## src/rtl/mux_scan_pkg.sv

```systemverilog
// Shared types and defaults for the mux scan controller.
package mux_scan_pkg;

  localparam int SEL_W_DEF = 3;

  typedef enum logic [1:0] {
    ST_IDLE = 2'd0,
    ST_SCAN = 2'd1,
    ST_DONE = 2'd2
  } state_e;

endpackage

```

## src/rtl/dwell_timer.sv

```systemverilog
// Counts 0..DWELL-1 while enabled; tick marks the last cycle of each dwell window.
module dwell_timer #(
  parameter int DWELL = 1
) (
  input  logic clk,
  input  logic rst_n,
  input  logic clear,
  input  logic en,
  output logic tick
);

  localparam int CNT_W = (DWELL > 1) ? $clog2(DWELL) : 1;
  localparam logic [CNT_W-1:0] CNT_LAST = CNT_W'(DWELL - 1);

  logic [CNT_W-1:0] cnt_d;
  logic [CNT_W-1:0] cnt_q;

  assign tick = (cnt_q == CNT_LAST);

  // Next count: clear wins, wrap to zero after the last dwell cycle
  always_comb begin
    cnt_d = cnt_q;
    if (clear) begin
      cnt_d = {CNT_W{1'b0}};
    end else if (en) begin
      if (tick) begin
        cnt_d = {CNT_W{1'b0}};
      end else begin
        cnt_d = cnt_q + CNT_W'(1);
      end
    end else begin
      cnt_d = cnt_q;
    end
  end

  // Count register
  always_ff @(posedge clk or negedge rst_n) begin
    if (!rst_n) begin
      cnt_q <= {CNT_W{1'b0}};
    end else begin
      cnt_q <= cnt_d;
    end
  end

endmodule

```

## src/rtl/mux_scan_ctrl.sv

```systemverilog
// Walks the mux select through every input, samples one bit per select after a
// settling dwell, and presents the rebuilt word on a valid/ready handshake.
module mux_scan_ctrl
  import mux_scan_pkg::*;
#(
  parameter int SEL_W = SEL_W_DEF,
  parameter int DWELL = 1
) (
  input  logic                    clk,
  input  logic                    rst_n,
  input  logic                    start,
  input  logic                    abort,
  input  logic                    mux_bit_i,
  output logic [SEL_W-1:0]        sel_o,
  output logic                    busy,
  output logic [(2**SEL_W)-1:0]   data_o,
  output logic                    valid_o,
  input  logic                    ready_i
);

  localparam int N = 2**SEL_W;
  localparam logic [SEL_W-1:0] SEL_LAST = SEL_W'(N - 1);

  state_e           state_d, state_q;
  logic [SEL_W-1:0] sel_d, sel_q;
  logic [N-1:0]     shadow_d, shadow_q;
  logic [N-1:0]     data_d, data_q;
  logic             valid_d, valid_q;
  logic             busy_d, busy_q;
  logic             tick_s;
  logic             timer_en_s;
  logic             timer_clr_s;

  // Timer only runs in SCAN and restarts from zero on every entry into SCAN
  assign timer_en_s  = (state_q == ST_SCAN);
  assign timer_clr_s = !timer_en_s || abort;

  dwell_timer #(.DWELL(DWELL)) u_dwell_timer (
    .clk   (clk),
    .rst_n (rst_n),
    .clear (timer_clr_s),
    .en    (timer_en_s),
    .tick  (tick_s)
  );

  // Scan sequencing, bit capture and output handshake
  always_comb begin
    state_d  = state_q;
    sel_d    = sel_q;
    shadow_d = shadow_q;
    data_d   = data_q;
    valid_d  = valid_q;
    case (state_q)
      ST_IDLE: begin
        sel_d = {SEL_W{1'b0}};
        if (start) begin
          state_d = ST_SCAN;
        end else begin
          state_d = ST_IDLE;
        end
      end
      ST_SCAN: begin
        // abort beats a coincident final sample
        if (abort) begin
          state_d  = ST_IDLE;
          sel_d    = {SEL_W{1'b0}};
          shadow_d = {N{1'b0}};
        end else if (tick_s) begin
          shadow_d[sel_q] = mux_bit_i;
          if (sel_q == SEL_LAST) begin
            data_d  = shadow_d;
            valid_d = 1'b1;
            sel_d   = {SEL_W{1'b0}};
            state_d = ST_DONE;
          end else begin
            sel_d = sel_q + SEL_W'(1);
          end
        end else begin
          state_d = ST_SCAN;
        end
      end
      ST_DONE: begin
        if (valid_q && ready_i) begin
          valid_d = 1'b0;
          if (start) begin
            state_d = ST_SCAN;
          end else begin
            state_d = ST_IDLE;
          end
        end else begin
          state_d = ST_DONE;
        end
      end
      default: begin
        state_d  = ST_IDLE;
        sel_d    = {SEL_W{1'b0}};
        shadow_d = {N{1'b0}};
        valid_d  = 1'b0;
      end
    endcase
    busy_d = (state_d == ST_SCAN);
  end

  // State and output registers
  always_ff @(posedge clk or negedge rst_n) begin
    if (!rst_n) begin
      state_q  <= ST_IDLE;
      sel_q    <= {SEL_W{1'b0}};
      shadow_q <= {N{1'b0}};
      data_q   <= {N{1'b0}};
      valid_q  <= 1'b0;
      busy_q   <= 1'b0;
    end else begin
      state_q  <= state_d;
      sel_q    <= sel_d;
      shadow_q <= shadow_d;
      data_q   <= data_d;
      valid_q  <= valid_d;
      busy_q   <= busy_d;
    end
  end

  assign sel_o   = sel_q;
  assign busy    = busy_q;
  assign data_o  = data_q;
  assign valid_o = valid_q;

endmodule
```

## config.mk

```make
export PLATFORM = sky130hd
export DESIGN_NAME = mux_scan_ctrl
export DESIGN_NICKNAME = d
export VERILOG_FILES = /design/src/rtl/mux_scan_pkg.sv /design/src/rtl/dwell_timer.sv /design/src/rtl/mux_scan_ctrl.sv
export SDC_FILE = /design/constraint.sdc
export NUM_CORES = 1
export LEC_CHECK = 0
export CAP_MARGIN = 15
export CORE_MARGIN = 2
export CORE_UTILIZATION = 30
export CTS_BUF_LIST = sky130_fd_sc_hd__clkbuf_8 sky130_fd_sc_hd__clkbuf_16
export DETAILED_ROUTE_END_ITERATION = 8
export PLACE_DENSITY = 0.47
export SYNTH_ARGS = -nofsm -noshare
export SYNTH_HDL_FRONTEND = slang
export SYNTH_SLANG_ARGS = --single-unit
```

## constraint.sdc

```tcl
create_clock -name clk -period 2 [get_ports clk]
set_input_delay 0.5 -clock clk [delete_from_list [all_inputs] [get_ports clk]]
set_output_delay 0.5 -clock clk [all_outputs]
set_load 0.05 [all_outputs]
```

---- Yosys cells after proc, flatten, opt, wreduce, memory -nomap -nowiden ----
Index checks and enable logic that the tools add are counted.
operators by class
  muxes and demuxes ....................... 24
  add/sub/neg operators ................... 2
  reduce and logical (&&, ||, !) cells .... 11
  equal/unequal tests ..................... 9
  magnitude comparators ................... 2
  bitwise gates (word level) .............. 5
operators with widths
  kind                                                         number
  2-to-1 mux 8 bit                                             2
  one-hot mux 8 bit (2 select lines)                           1
  2-to-1 mux 1 bit                                             9
  2-to-1 mux 3 bit                                             3
  bitwise mux 8 bit                                            1
  2-to-1 mux 2 bit                                             4
  != test 2 bit (second input constant)                        3
  one-hot mux 2 bit (3 select lines)                           1
  one-hot mux 3 bit (2 select lines)                           1
  NOT 1 bit                                                    5
  AND reduction 5 bit                                          1
  equality test 2 x 1 -> 1 bit (second input constant)         2
  less-than comparator 3 x 4 -> 1 bit (second input constant)  1
  AND reduction 2 bit                                          2
  AND reduction 4 bit                                          1
  adder 3 x 1 -> 3 bit (second input constant)                 1
  demux 1 bit (select 3 bit)                                   1
  equality test 3 bit (second input constant)                  1
  >= comparator 3 x 1 -> 1 bit (second input constant)         1
  != test 3 bit (second input constant)                        1
  one-hot mux 1 bit (3 select lines)                           1
  equality test 2 bit (second input constant)                  1
  logical AND 1 bit                                            2
  logical NOT 2 bit                                            1
  other kinds (6)                                              6
storage, ports and cells
  register bits after elaboration ......... 24
  output and inout port bits .............. 13
  bits of input ports ..................... 6

---- Depth between registers and ports, before layout ----
Gate-level depths: netlist of run 1.
  depth after elaboration ................. 8
  gate-level depth with buffers ........... 7
  mapped depth without buffers ............ 5

---- Modules after synthesis ----
From an unflattened synthesis of run 1, not the netlist that was laid out.
second synthesis, totals
  cell total of the unflattened synthesis .. 119
  area, all modules ....................... 1217.4 µm²
modules (own cells, without submodules)
  module         seq. area each (µm²)  cells each  area an instance (µm²)  times used
  mux_scan_ctrl  575.6                 117         1206.2                  1
  dwell_timer    0.0                   2           11.3                    1

---- Worst setup path before layout of run 1 ----
Ideal clock, no wire load.
  path type ............................... register -> register
  start ................................... register sel_q[1] (netlist: sel_o[1])
  end ..................................... register data_q[7] (netlist: data_o[7])
  clock period less this slack ............ 1.986 ns
  path buffers ............................ 2
  path slack .............................. 0.014 ns
  data arrival time ....................... 1.908 ns
  setup time .............................. 0.077 ns
  stages on the path, launching flop included .. 8
  cell sequence ........................... dfrtp_1 > ha_1 > ha_1 > nor4bb_1 > buf_2 > buf_4 > nor2_1 > a21oi_1
on the way
  cells in the longest elaborated chain, start to end .. 5
  elaborated cells between the ends (all ways) .. 8
RTL lines
  element                                                                                                    line                  RTL
  start, declared                                                                                            mux_scan_ctrl.sv:25   logic [SEL_W-1:0] sel_d, sel_q;
  start signal, assigned                                                                                     mux_scan_ctrl.sv:108  sel_q <= {SEL_W{1'b0}};
  start signal, assigned                                                                                     mux_scan_ctrl.sv:115  sel_q <= sel_d;
  less-than comparator 3 x 4 -> 1 bit (not written as such) or >= comparator 3 x 1 -> 1 bit (tied branches)  mux_scan_ctrl.sv:69   shadow_d[sel_q] = mux_bit_i;
  logical AND 1 bit (not written as such)                                                                    mux_scan_ctrl.sv:69
  2-to-1 mux 1 bit (not written as such)                                                                     mux_scan_ctrl.sv:69
  demux 1 bit (select 3 bit)                                                                                 mux_scan_ctrl.sv:69
  bitwise mux 8 bit                                                                                          mux_scan_ctrl.sv:69
  end signal, assigned                                                                                       mux_scan_ctrl.sv:110  data_q <= {N{1'b0}};
  end signal, assigned                                                                                       mux_scan_ctrl.sv:117  data_q <= data_d;
  end, declared                                                                                              mux_scan_ctrl.sv:27   logic [N-1:0] data_d, data_q;
Several ways; a longest one is shown, not always the timed one.
A chain may end at the register's enable or synchronous reset.

---- Final worst setup path of run 1 ----
  start ................................... register busy_q (netlist: busy)
  end ..................................... output port busy
RTL lines
  element                 line                  RTL
  start, declared         mux_scan_ctrl.sv:29   logic busy_d, busy_q;
  start signal, assigned  mux_scan_ctrl.sv:119  busy_q <= busy_d;
  end, declared           mux_scan_ctrl.sv:15   output logic busy,
No word-level cell between the ends.

==> results of run 1 <==
-- final timing paths --
path | from | to | slack [ns]
worst max-delay path | busy | busy | 0.12
worst min-delay path | shadow_q[1] | shadow_q[1] | 0.50
worst max register to register | sel_o[2] | data_o[0] | 0.38
worst min register to register | shadow_q[1] | shadow_q[1] | 0.50
max in group asynchronous | rst_n | shadow_q[1] | 1.17
min in group asynchronous | rst_n | data_o[6] | 0.60
-- per-layer routing --
layer | GRT usage (%) | up-vias | share of wire [%]
met3 | 1.20 | 4 | 3.4
met2 | 17.6 | 19 | 42
met4 | 5.47 | 0 | 1.7
li1 | - | 418 | -
met5 | 0 | - | 0
met1 | 17.4 | 378 | 53
-- cell type report --
cell class                 instances  area [um^2]
multi-input combinational         73          513
tap                               48         60.1
sequential                        23          576
clock buffer                       3         41.3
fill                             375         2220
clock inverter                     1         5.00
inverter                           3         11.3
timing repair buffer              24          208
-- layout by cell type (no fill, tap or decap), drive strengths merged --
cell	Yosys	routed
a21o	1	1
a21oi	8	8
a22o	8	8
a31oi	1	1
and2	1	1
and2b	1	1
and3	1	1
and3b	3	3
buf	5	18
clkbuf	1	3
clkdlybuf4s50	0	6
clkinv	0	1
dfrtp	23	23
ha	2	2
inv	3	3
mux2i	8	8
nand2	6	6
nand2b	2	2
nor2	10	10
nor3	1	1
nor3b	3	3
nor4bb	1	1
o21ai	14	14
or3	1	1
or3b	1	1
-- registers in the layout, summed over array words and instances (netlist names) --
name,flops
busy,1
state_q,2
data_o,8
sel_o,3
shadow_q,8
valid_o,1
-- through the flow --
stage               setup slack (ns)  hold slack [ns]  cells  TNS, ns  instance area (um^2)
global placement              0.0227            0.486    171        0                  1370
finish                         0.122            0.503    175        0                  1410
global route                  0.0658            0.524    175        0                  1410
floorplan                     0.0142            0.204    105        0                  1130
CTS                            0.111            0.509    175        0                  1410
detailed placement           -0.0112            0.485    171  -0.0323                  1370
-- logic make-up after synthesis --
| kind of cell | after synthesis | synth area share [%] |
|---|---|---|
| buffers and inverters | 9 | 4.31 |
| muxes | 8 | 7.08 |
| adders and majority gates | 2 | 2.21 |
| and+or+nand+nor | 31 | 18.4 |
| DFF | 23 | 50.9 |
| AOI/OAI and AO/OA | 32 | 17.1 |
-- power breakdown --
part	leakage, nW	internal (W)	switching [W]	total (W)
Sequential	0.302	0.000491	0.0000132	0.000504
Clock	0.0255	0.000139	0.000150	0.000289
Combinational	0.348	0.0000917	0.000151	0.000243
Total	0.675	0.000722	0.000314	0.00104
==> results.sh, run 1 <==
export IMPL_status="finished clean"
export IMPL_drive_gt1_share_pct=22.0
export IMPL_htree_levels=1
export IMPL_die_area_mm2=0.00428
export IMPL_io_pins=19
export IMPL_finalPower_w=0.00104
export IMPL_cts_resized=0
export IMPL_dr_total_vias=819
export IMPL_slew_violations=0
export IMPL_clk_pin_slew_ns=0.08
export IMPL_yosys_top_cells_area="dfrtp_1 (51%), mux2i_1 (7.1%), a22o_1 (6.2%)"
export IMPL_startpoint_type="flip-flop"
export IMPL_gp_congestion=0.720
export IMPL_grt_pass1_wl_mm=3.94
export IMPL_core_region_area_mm2=0.00363
export IMPL_row_count=22
export IMPL_crit_path_end_kind="output port"
export IMPL_postCtsSetupRepairBufs=0
export IMPL_post_route_min_period_ns=1.88
export IMPL_cts_root_buffer="clkbuf_8"
export IMPL_cts_made_buffers=3
export IMPL_grt_max_degree=24
export IMPL_clock_sinks=23
export IMPL_crit_chain="clkdlybuf4s50_1"
export IMPL_setup_violations=0
export IMPL_relSlewSlack_pct=67.2
export IMPL_critPathMaxStageDelay_ns=0.79
export IMPL_ant_nets=0
export IMPL_crit_arrival_ns=1.38
export IMPL_drt_wl_total_mm=2.27
export IMPL_synth_most_common_cell="dfrtp_1"
export IMPL_synth_edf_count=0
export IMPL_clock_skew_ns=0.00256
export IMPL_critPathKind="reg2out"
export IMPL_clk_path_buf_depth=2
export IMPL_grt_pass1_vias=814
export IMPL_vias_per_cell=4.68
export IMPL_hp_class="reg2reg"
export IMPL_die_width_um=65.4
export IMPL_ys_async_sr_fraction_pct=100
export IMPL_cts_hold_buf=0
export IMPL_drtIter0Drc=53
export IMPL_synth_commonest_cells="dfrtp_1 (23), o21ai_1 (14), nor2_1 (9)"
export IMPL_diodes=0
export IMPL_yosys_warnings=0
export IMPL_syn_to_final_growth_pct=25.0
export IMPL_worst_path_max_fanout=1
export IMPL_worstHoldPathCells=1
export IMPL_yosysUniqueCellTypes=26
export IMPL_final_hold_viol_count=0
export IMPL_grt_ovfl_total=0
export IMPL_fin_util_pct=38.9
export IMPL_maxCapViolCount=0
export IMPL_fmax_mhz=532
export IMPL_drc=0
export IMPL_fin_crit_sh_pct=93.9
export IMPL_synth_seq_area_share_pct=50.9
export IMPL_cp_num_buf_inv=1
export IMPL_synth_top_area_share_pct=50.9
export IMPL_synth_cell_area_mm2=0.00113
export IMPL_cp_top_family="buffers and inverters"
export IMPL_cts_tree="built"
export IMPL_rsz0062_at_grt="no"
export IMPL_ir_worst_vdd_uv=327
export IMPL_wl_per_cell_um=13.0
export IMPL_dieHeight_um=65.4
export IMPL_ys_ff_latch=23
export IMPL_netlist_instances=105
export IMPL_port_buffers=18
export IMPL_clk_latency_ns=0.26
export IMPL_syn_num_nets=113
export IMPL_slowest_stage="clkdlybuf4s50_1"
export IMPL_place_hpwl_mm=1.56
export IMPL_worstRegToRegCells=5
export IMPL_drt_first_pass_iters=4
export IMPL_yosysTopAreaCell="dfrtp_1"
export IMPL_syn_avg_cell_area_um2=10.8
export IMPL_crit_required_ns=1.50
export IMPL_track_usage_pct=11.9
export IMPL_antenna_found_initial=0
export IMPL_initial_core_util_pct=31.1
export IMPL_p_leak_nw=0.675
export IMPL_nets=136
export IMPL_p_per_area_mw_per_mm2=733
export IMPL_cp_depth=1
export IMPL_ys_flop_type="dfrtp_1"
export IMPL_tightest_slew_ns=0.490
(Power assumes the default switching activity.)
==> inputs of run 2 (changes only) <==
--- a/config.mk
+++ b/config.mk
@@ -11,6 +11,7 @@
 export CTS_BUF_LIST = sky130_fd_sc_hd__clkbuf_8 sky130_fd_sc_hd__clkbuf_16
 export DETAILED_ROUTE_END_ITERATION = 8
 export PLACE_DENSITY = 0.47
+export SLEW_MARGIN = 20
 export SYNTH_ARGS = -nofsm -noshare
 export SYNTH_HDL_FRONTEND = slang
 export SYNTH_SLANG_ARGS = --single-unit
==> results of run 2 <==
Same layout as run 1: the final DEF is identical, and so are final timing and power.
